`config.mk`:
```
export PLATFORM = sky130hd
export DESIGN_NAME = rdma_tx_pkt_rx_flat
export DESIGN_NICKNAME = d
export VERILOG_FILES = /design/src/rtl/rdma_tx_pkt_rx_if.sv /design/src/rtl/rdma_tx_pkt_rx.sv /design/src/flat_wrapper.sv
export SDC_FILE = /design/constraint.sdc
export NUM_CORES = 1
export LEC_CHECK = 0
export ABC_CLOCK_PERIOD_IN_PS = 7440
export CAP_MARGIN = 15
export CELL_PAD_IN_SITES_DETAIL_PLACEMENT = 0
export CELL_PAD_IN_SITES_GLOBAL_PLACEMENT = 1
export CORE_AREA = 4 4 203 205
export CTS_CLUSTER_SIZE = 14
export DETAILED_ROUTE_END_ITERATION = 7
export DIE_AREA = 0 0 207 209
export PLACE_DENSITY = 0.8
export SLEW_MARGIN = 20
export SYNTH_ARGS = -nofsm -noshare
export SYNTH_HDL_FRONTEND = slang
export SYNTH_SLANG_ARGS = --single-unit
```
`constraint.sdc`:
```
create_clock -name clk -period 7.44 [get_ports clk]
set_input_delay 1.488 -clock clk [delete_from_list [all_inputs] [get_ports clk]]
set_output_delay 1.488 -clock clk [all_outputs]
set_load 0.02 [all_outputs]
```
`src/rtl/rdma_tx_pkt_rx_if.sv`:
```
// Beat stream from the RDMA engine TX port plus the descriptor read port.
// The slave side is the receiver; the master side drives beats and consumes descriptors.
interface rdma_tx_pkt_rx_if #(
  parameter int LEN_W = 6
);
  logic             tx_valid;
  logic [63:0]      tx_data;
  logic             tx_last;
  logic             pkt_valid;
  logic             pkt_ready;
  logic [7:0]       pkt_opcode;
  logic [23:0]      pkt_qpn;
  logic [23:0]      pkt_psn;
  logic [LEN_W-1:0] pkt_beats;
  logic             pkt_err;

  modport master (
    output tx_valid, tx_data, tx_last, pkt_ready,
    input  pkt_valid, pkt_opcode, pkt_qpn, pkt_psn, pkt_beats, pkt_err
  );

  modport slave (
    input  tx_valid, tx_data, tx_last, pkt_ready,
    output pkt_valid, pkt_opcode, pkt_qpn, pkt_psn, pkt_beats, pkt_err
  );
endinterface

```
`src/rtl/rdma_tx_pkt_rx.sv`:
```
// Terminates the engine's outbound beat stream: delineates packets, decodes the
// header beat, checks length and queues one descriptor per packet.
module rdma_tx_pkt_rx #(
  parameter int DESC_DEPTH = 4,
  parameter int MAX_BEATS  = 32,
  parameter int LEN_W      = 6
) (
  input  logic                 clk,
  input  logic                 rst_n,
  rdma_tx_pkt_rx_if.slave      bus,
  output logic [31:0]          pkt_cnt,
  output logic [15:0]          drop_cnt
);
  localparam int PTR_W = (DESC_DEPTH > 1) ? $clog2(DESC_DEPTH) : 1;
  localparam int CNT_W = PTR_W + 1;

  typedef enum logic [1:0] {IDLE, BODY, DROP} state_t;

  typedef struct packed {
    logic [7:0]       opcode;
    logic [23:0]      qpn;
    logic [23:0]      psn;
    logic [LEN_W-1:0] beats;
    logic             err;
  } desc_t;

  state_t           state, state_next;
  desc_t            mem [DESC_DEPTH];
  logic [PTR_W-1:0] wr_ptr, rd_ptr;
  logic [CNT_W-1:0] count;
  logic             reserved;

  logic [7:0]       cur_opcode;
  logic [23:0]      cur_qpn, cur_psn;
  logic [LEN_W-1:0] cur_beats, beats_inc;
  logic             cur_err, err_next;

  logic             slot_free, hdr_accept, hdr_drop, body_beat, push, pop;
  desc_t            push_desc;
  logic             unused_rsvd;

  assign unused_rsvd = ^bus.tx_data[7:0];

  // Full check looks at occupancy before any same-cycle pop, so a header racing a pop is dropped.
  assign slot_free = (32'(count) + 32'(reserved)) < DESC_DEPTH;
  assign beats_inc = (cur_beats == LEN_W'(MAX_BEATS)) ? cur_beats : cur_beats + 1'b1;
  assign err_next  = cur_err | (cur_beats == LEN_W'(MAX_BEATS));
  assign pop       = (count != '0) && bus.pkt_ready;

  always_comb begin
    state_next = state;
    hdr_accept = 1'b0;
    hdr_drop   = 1'b0;
    body_beat  = 1'b0;
    push       = 1'b0;
    push_desc  = '0;
    case (state)
      IDLE: begin
        if (bus.tx_valid) begin
          if (slot_free) begin
            hdr_accept = 1'b1;
            if (bus.tx_last) begin
              push      = 1'b1;
              push_desc = '{opcode: bus.tx_data[63:56], qpn: bus.tx_data[55:32],
                            psn: bus.tx_data[31:8], beats: LEN_W'(1), err: 1'b0};
            end else begin
              state_next = BODY;
            end
          end else begin
            hdr_drop = 1'b1;
            if (!bus.tx_last) state_next = DROP;
          end
        end
      end
      BODY: begin
        if (bus.tx_valid) begin
          body_beat = 1'b1;
          if (bus.tx_last) begin
            push       = 1'b1;
            push_desc  = '{opcode: cur_opcode, qpn: cur_qpn, psn: cur_psn,
                           beats: beats_inc, err: err_next};
            state_next = IDLE;
          end
        end
      end
      DROP: begin
        if (bus.tx_valid && bus.tx_last) state_next = IDLE;
      end
      default: state_next = IDLE;
    endcase
  end

  always_ff @(posedge clk) begin
    if (!rst_n) begin
      state      <= IDLE;
      reserved   <= 1'b0;
      cur_opcode <= '0;
      cur_qpn    <= '0;
      cur_psn    <= '0;
      cur_beats  <= '0;
      cur_err    <= 1'b0;
      wr_ptr     <= '0;
      rd_ptr     <= '0;
      count      <= '0;
      pkt_cnt    <= '0;
      drop_cnt   <= '0;
      for (int i = 0; i < DESC_DEPTH; i++) mem[i] <= '0;
    end else begin
      state <= state_next;
      if (hdr_accept) begin
        cur_opcode <= bus.tx_data[63:56];
        cur_qpn    <= bus.tx_data[55:32];
        cur_psn    <= bus.tx_data[31:8];
        cur_beats  <= LEN_W'(1);
        cur_err    <= 1'b0;
        reserved   <= !bus.tx_last;
      end
      if (body_beat) begin
        cur_beats <= beats_inc;
        cur_err   <= err_next;
        if (bus.tx_last) reserved <= 1'b0;
      end
      if (hdr_drop && drop_cnt != 16'hFFFF) drop_cnt <= drop_cnt + 1'b1;
      if (push) begin
        mem[wr_ptr] <= push_desc;
        wr_ptr      <= wr_ptr + 1'b1;
        pkt_cnt     <= pkt_cnt + 1'b1;
      end
      if (pop) rd_ptr <= rd_ptr + 1'b1;
      count <= count + CNT_W'(push) - CNT_W'(pop);
    end
  end

  // Head entry comes straight from the storage registers, so it is stable while stalled.
  assign bus.pkt_valid  = (count != '0);
  assign bus.pkt_opcode = mem[rd_ptr].opcode;
  assign bus.pkt_qpn    = mem[rd_ptr].qpn;
  assign bus.pkt_psn    = mem[rd_ptr].psn;
  assign bus.pkt_beats  = mem[rd_ptr].beats;
  assign bus.pkt_err    = mem[rd_ptr].err;
endmodule

```
`src/flat_wrapper.sv`:
```
// flat-port wrapper written by rule: the top's interface ports become plain ports
module rdma_tx_pkt_rx_flat 
#(
  parameter int DESC_DEPTH = 4,
  parameter int MAX_BEATS  = 32,
  parameter int LEN_W      = 6
)
  (clk, rst_n, pkt_cnt, drop_cnt, bus_tx_valid, bus_tx_data, bus_tx_last, bus_pkt_ready, bus_pkt_valid, bus_pkt_opcode, bus_pkt_qpn, bus_pkt_psn, bus_pkt_beats, bus_pkt_err);
  rdma_tx_pkt_rx_if #(.LEN_W(LEN_W)) bus_i ();
  input  logic clk;
  input  logic rst_n;
  output logic [31:0] pkt_cnt;
  output logic [15:0] drop_cnt;
  input wire logic [$bits(bus_i.tx_valid)-1:0] bus_tx_valid;
  input wire logic [$bits(bus_i.tx_data)-1:0] bus_tx_data;
  input wire logic [$bits(bus_i.tx_last)-1:0] bus_tx_last;
  input wire logic [$bits(bus_i.pkt_ready)-1:0] bus_pkt_ready;
  output wire logic [$bits(bus_i.pkt_valid)-1:0] bus_pkt_valid;
  output wire logic [$bits(bus_i.pkt_opcode)-1:0] bus_pkt_opcode;
  output wire logic [$bits(bus_i.pkt_qpn)-1:0] bus_pkt_qpn;
  output wire logic [$bits(bus_i.pkt_psn)-1:0] bus_pkt_psn;
  output wire logic [$bits(bus_i.pkt_beats)-1:0] bus_pkt_beats;
  output wire logic [$bits(bus_i.pkt_err)-1:0] bus_pkt_err;
  assign bus_i.tx_valid = bus_tx_valid;
  assign bus_i.tx_data = bus_tx_data;
  assign bus_i.tx_last = bus_tx_last;
  assign bus_i.pkt_ready = bus_pkt_ready;
  assign bus_pkt_valid = bus_i.pkt_valid;
  assign bus_pkt_opcode = bus_i.pkt_opcode;
  assign bus_pkt_qpn = bus_i.pkt_qpn;
  assign bus_pkt_psn = bus_i.pkt_psn;
  assign bus_pkt_beats = bus_i.pkt_beats;
  assign bus_pkt_err = bus_i.pkt_err;
  rdma_tx_pkt_rx #(.DESC_DEPTH(DESC_DEPTH), .MAX_BEATS(MAX_BEATS), .LEN_W(LEN_W)) u_core (.clk(clk), .rst_n(rst_n), .bus(bus_i), .pkt_cnt(pkt_cnt), .drop_cnt(drop_cnt));
endmodule
```
**Word level (Yosys, flattened, before mapping)**

Memories as Yosys holds them, arrays and structs flattened. A register that Yosys moved wholly into a read port is not among the register bits.
Index checks and enable logic that the tools add are counted.

- Reductions and logical operators: 9
- Equal/unequal tests: 9
- Add/subtract/negate cells: 8
- Magnitude comparators: 1
- Multiplexer cells: 44
- Bitwise gates (word level): 1

Operators with widths:

| kind | number |
|---|---|
| $mux 63 | 6 |
| $pmux 63 s2 | 1 |
| $reduce_or 63->1 | 1 |
| $add 32x1->32 const B | 1 |
| $lt 32x3->1 const B | 1 |
| $mux 1 | 22 |
| $mux 2 | 10 |
| $mux 6 | 3 |
| $add 16x1->16 const B | 1 |
| $ne 16x16->1 const B | 1 |
| $ne 2x2->1 const B | 4 |
| $add 6x1->6 const B | 1 |
| $eq 6x6->1 const B | 1 |
| $pmux 2 s3 | 1 |
| $reduce_and 5->1 | 1 |
| $add 2x1->2 const B | 2 |
| $add 3x1->4 | 1 |
| $add 3x1->3 | 1 |
| $logic_and 1x1->1 | 3 |
| $reduce_bool 3->1 | 1 |
| $sub 3x1->3 | 1 |
| $eq 2x1->1 const B | 1 |
| $eq 2x2->1 const B | 1 |
| $logic_not 2->1 | 1 |
| other kinds (5) | 5 |

- Logic and storage cells: 85
- Input bits: 69
- Output and inout port bits: 112
- RAM bits: 252
- Flip-flop bits (word level): 121
- Memories kept: 1

Memory list:

| name | words | width | rd ports | clocked after Yosys merged registers in | write ports | RTL line | source |
|---|---|---|---|---|---|---|---|
| u_core.mem | 4 | 63 | 1 | 1 | 4 | rdma_tx_pkt_rx.sv:28 | `desc_t mem [DESC_DEPTH];` |

**Depth between registers and ports, before layout**

- Word-level depth: 10
- Mapped depth: 11
- Depth with buffers taken out: 9

**Least setup slack after synthesis**

Ideal clock, no wire load.

- Path kind: input port to flip-flop
- From: input bus_tx_last
- To: memory u_core.mem[3][0] (netlist bit), enable pin
- Arrival: 6549 ps
- Path slack: 320 ps
- Data required time: 6869 ps
- Cell stages on the path: 6
- Cell sequence: and3b_1 buf_2 o21a_1 buf_2 nand2_1 o21ai_0

RTL lines:

| item | RTL line | source |
|---|---|---|
| start, declared | flat_wrapper.sv:16 | `input wire logic [$bits(bus_i.tx_last)-1:0] bus_tx_last;` |
| end, declared | rdma_tx_pkt_rx.sv:28 |  |

==> metrics.txt <==
Max Slew Vio Count 0; Crit path largest cell delay ~0.8 ns; initial antenna violation count 0; max cap viols 0; pwr/cell area roughly 290 nW/µm²; CP startpoint kind flip-flop; leak pwr 6.37 nW; Pwr Total roughly 5.6 mW; number of synthesized register bits roughly 380; register area share after synthesis 62.8%; area grow syn2layout 21.5%; Worst R2R Path Depth 7; grt met3 use 4.05%; met1 usage about a quarter; hold_sp u_core.cur_psn[3]$_SDFFE_PN0N_; Hold Path Cell Cnt 2; Via-to-Cell Ratio roughly 5.4; FF-to-FF Start u_core.count[2]$_SDFF_PN0_; Max Freq approximately 0.21 GHz; actual slew at the worst max-slew pin between 1 and 1.5 ns; Final nets 1550; Post-CTS Hold Buffers 0; via count 10945; Cells after Synth 1333; busiest grt layer met2; Mapped Area approximately 16000 µm²; H-tree lvl count 2; post-CTS setup buffers 0; cts bufs inserted 41; Worst R2R End u_core.mem[0][26]$_SDFFCE_PN0P_; Internal Power roughly 4 mW; CORE AREA 39500 µm²; GRT Resource Usage Total a little under a fifth; post-synthesis cell type count between 50 and 60; total congestion overflow 0; first-pass GRT wire length between 60000 and 70000 µm; DRT antenna net count 0; CTS tree built; Hold Path Class reg -> reg; # diodes 0; setup tns final 0 ns; crit-path max FO 34; Synth Flop Type edfxtp_1; hold path endpoint u_core.cur_psn[3]$_SDFFE_PN0N_; Req. time, crit path a little under 6 ns; Logic pwr share a little over a fifth; RSZ-0062 raised after global routing no; Die Span Y about 210 µm; status complete, no violations; PortBufs approximately 170; flop2flop setup slack 3.67 ns; Tcrit/Tclk final 63.2%; root buffer cell clkbuf_16; Crit Path Category reg -> out; Worst path slowest cell dfxtp_4; # clock sinks about 380; maximum clock path buffer count 3; CP arrival around 3.2 ns; die area approximately 43000 µm²; Final Hold Viols 0; met2 usage about 31%; Psw 1.61 mW; Cell Chain, Critical Path buf_4, mux4_2, clkdlybuf4s50_1; number of global-route vias before repair 11161; IO Count roughly 180; Seq pwr share between 40% and 50%; drt wl/cell 19.6 µm; Die X 207 µm; Synthesized Nets 1410; 1st-pass router iterations 5; fraction of layout cells with a size suffix above 1 10.6%; clock slew at reported path FFs ~0.060 ns; Initial Utilization 40.5%; Setup violations, final 0; maximum number of pins on one net before global-route repair between 60 and 70; Clk pwr share 34.3%; Post-Syn Area per Cell 12.0 µm²; RePlAce Congestion between 0.7 and 0.8; Skew-Pair Late Insertion Delay between 0.5 and 0.6 ns; Sw Share around 29%; Post-CTS Resized 0; VDD IR max about 0.00014 V; clock period minus worst slack ~4.7 ns; num rows 73; Slew headroom between 20% and 30%; number of flops mapped to enable cells by yosys 252; Ys Warns 0; Initial DRC Count 870; # DRC 0; Post-synth ARST share 0%; HPWL after DPL 22800 µm; CP Capture Type primary output; Worst Clk Skew 0.0141 ns; WL final about 40000 µm
==> worst max-delay path: cells and delay by family (launching register included) <==
| family | cells | cell delay, ns |
|---|---|---|
| flops | 1 | 0.80 |
| buf+inv | 2 | 1.22 |
| mux | 1 | 0.64 |
==> layer usage <==
layer,up-vias,part of all wire [%]
met3,40,7.3
met5,-,0
met1,5501,42
met2,306,50
met4,0,1.2
li1,5098,-
==> Yosys cell counts, types with 3 or more instances <==
library cell,n,area [µm²]
nor2_1,280,1050
edfxtp_1,252,7570
nand2_1,140,526
dfxtp_1,123,2460
a21oi_1,83,415
mux4_2,63,1420
a22oi_1,56,420
clkbuf_1,47,176
buf_2,39,195
xnor2_1,27,236
nand3_1,23,115
inv_1,22,82.6
o21ai_0,20,100
or3_1,16,100
nor3_1,13,65.1
and2_1,9,56.3
nand2b_1,9,56.3
and3_1,8,50.1
o31ai_1,8,60.1
ha_1,7,87.6
nand4_1,7,43.8
nor4_1,7,43.8
or4_1,7,52.6
o2111ai_1,6,52.6
o211ai_1,5,37.5
xor2_1,5,43.8
a31oi_1,4,25.0
mux2i_1,4,40.0
buf_1,3,11.3
o21a_1,3,22.5
or2_1,3,18.8
==> registers in the layout, indices dropped and copies added, names as in the netlist, 3 cells and up, named ones only <==
register and flops:
u_core.mem 252, u_core.pkt_cnt 32, u_core.cur_psn 24, u_core.cur_qpn 24, u_core.drop_cnt 16, u_core.cur_opcode 8
u_core.cur_beats 6, u_core.count 3
==> cell type report <==
cell class	count	area, µm²
Clock inverter	20	165
Timing Repair Buffer	188	1840
Inverter	23	87.6
Multi-Input combinational cell	844	5510
Tap cell	525	657
Clock buffer	55	1110
Fill cell	3513	20100
Sequential cell	375	10000
==> power groups by stage <==
stage	combinational (mW)	clock, mW	sequential (mW)
after CTS	1.24	1.97	2.48
after global placement	1.23	0	2.52
final	1.22	1.93	2.48
after floorplan	0.811	0	2.45
after detailed placement	1.24	0	2.53
after global routing	1.31	2.07	2.50
==> worst max path at each step <==
stage	from	endpoint	slack (ns)	cells after the start
final	flip-flop	bus_pkt_qpn[10]	2.74	3
after global routing	flip-flop	bus_pkt_qpn[10]	2.48	3
after CTS	flip-flop	bus_pkt_qpn[21]	2.59	3
after detailed placement	bus_tx_valid	u_core.mem[3][15]$_DFFE_PP_	2.57	6
after global placement	bus_tx_valid	u_core.mem[3][15]$_DFFE_PP_	2.55	6
after floorplan	bus_tx_last	u_core.mem[3][0]$_DFFE_PP_	0.32	6
==> placed cells by master (no fill, tap or decap), types with 23 or more instances in the layout <==
cell type,netlist,routed
clkdlybuf4s50_1,0,172
nand2_1,140,137
nand3_1,23,23
mux4_2,63,63
edfxtp_1,252,252
a21oi_1,83,83
xnor2_1,27,27
clkbuf_16,0,41
a22oi_1,56,56
dfxtp_1,123,121
nor2_1,280,280
==> through the flow <==
stage	utilization (%)	area, µm²	std cells	setup slack, ns	hold slack (ns)
global placement	46.0	18100	1955	2.55	0.441
floorplan	-	16000	1333	0.320	0.436
CTS	49.2	19400	2030	2.59	0.454
global route	49.2	19400	2030	2.48	0.470
finish	49.2	19400	2030	2.74	0.451
detailed placement	46.0	18100	1955	2.57	0.446
==> cells by family after synthesis <==
group	synth area share (%)
AND/OR/NAND/NOR	14.8
flip-flops	62.8
AO/OA/AOI/OAI	7.75
buffers and inverters	3.06
multiplexers	9.13
XOR/XNOR	1.75
adder cells (fa/ha/maj)	0.674
Note: power is estimated with default switching activity, not from simulation.
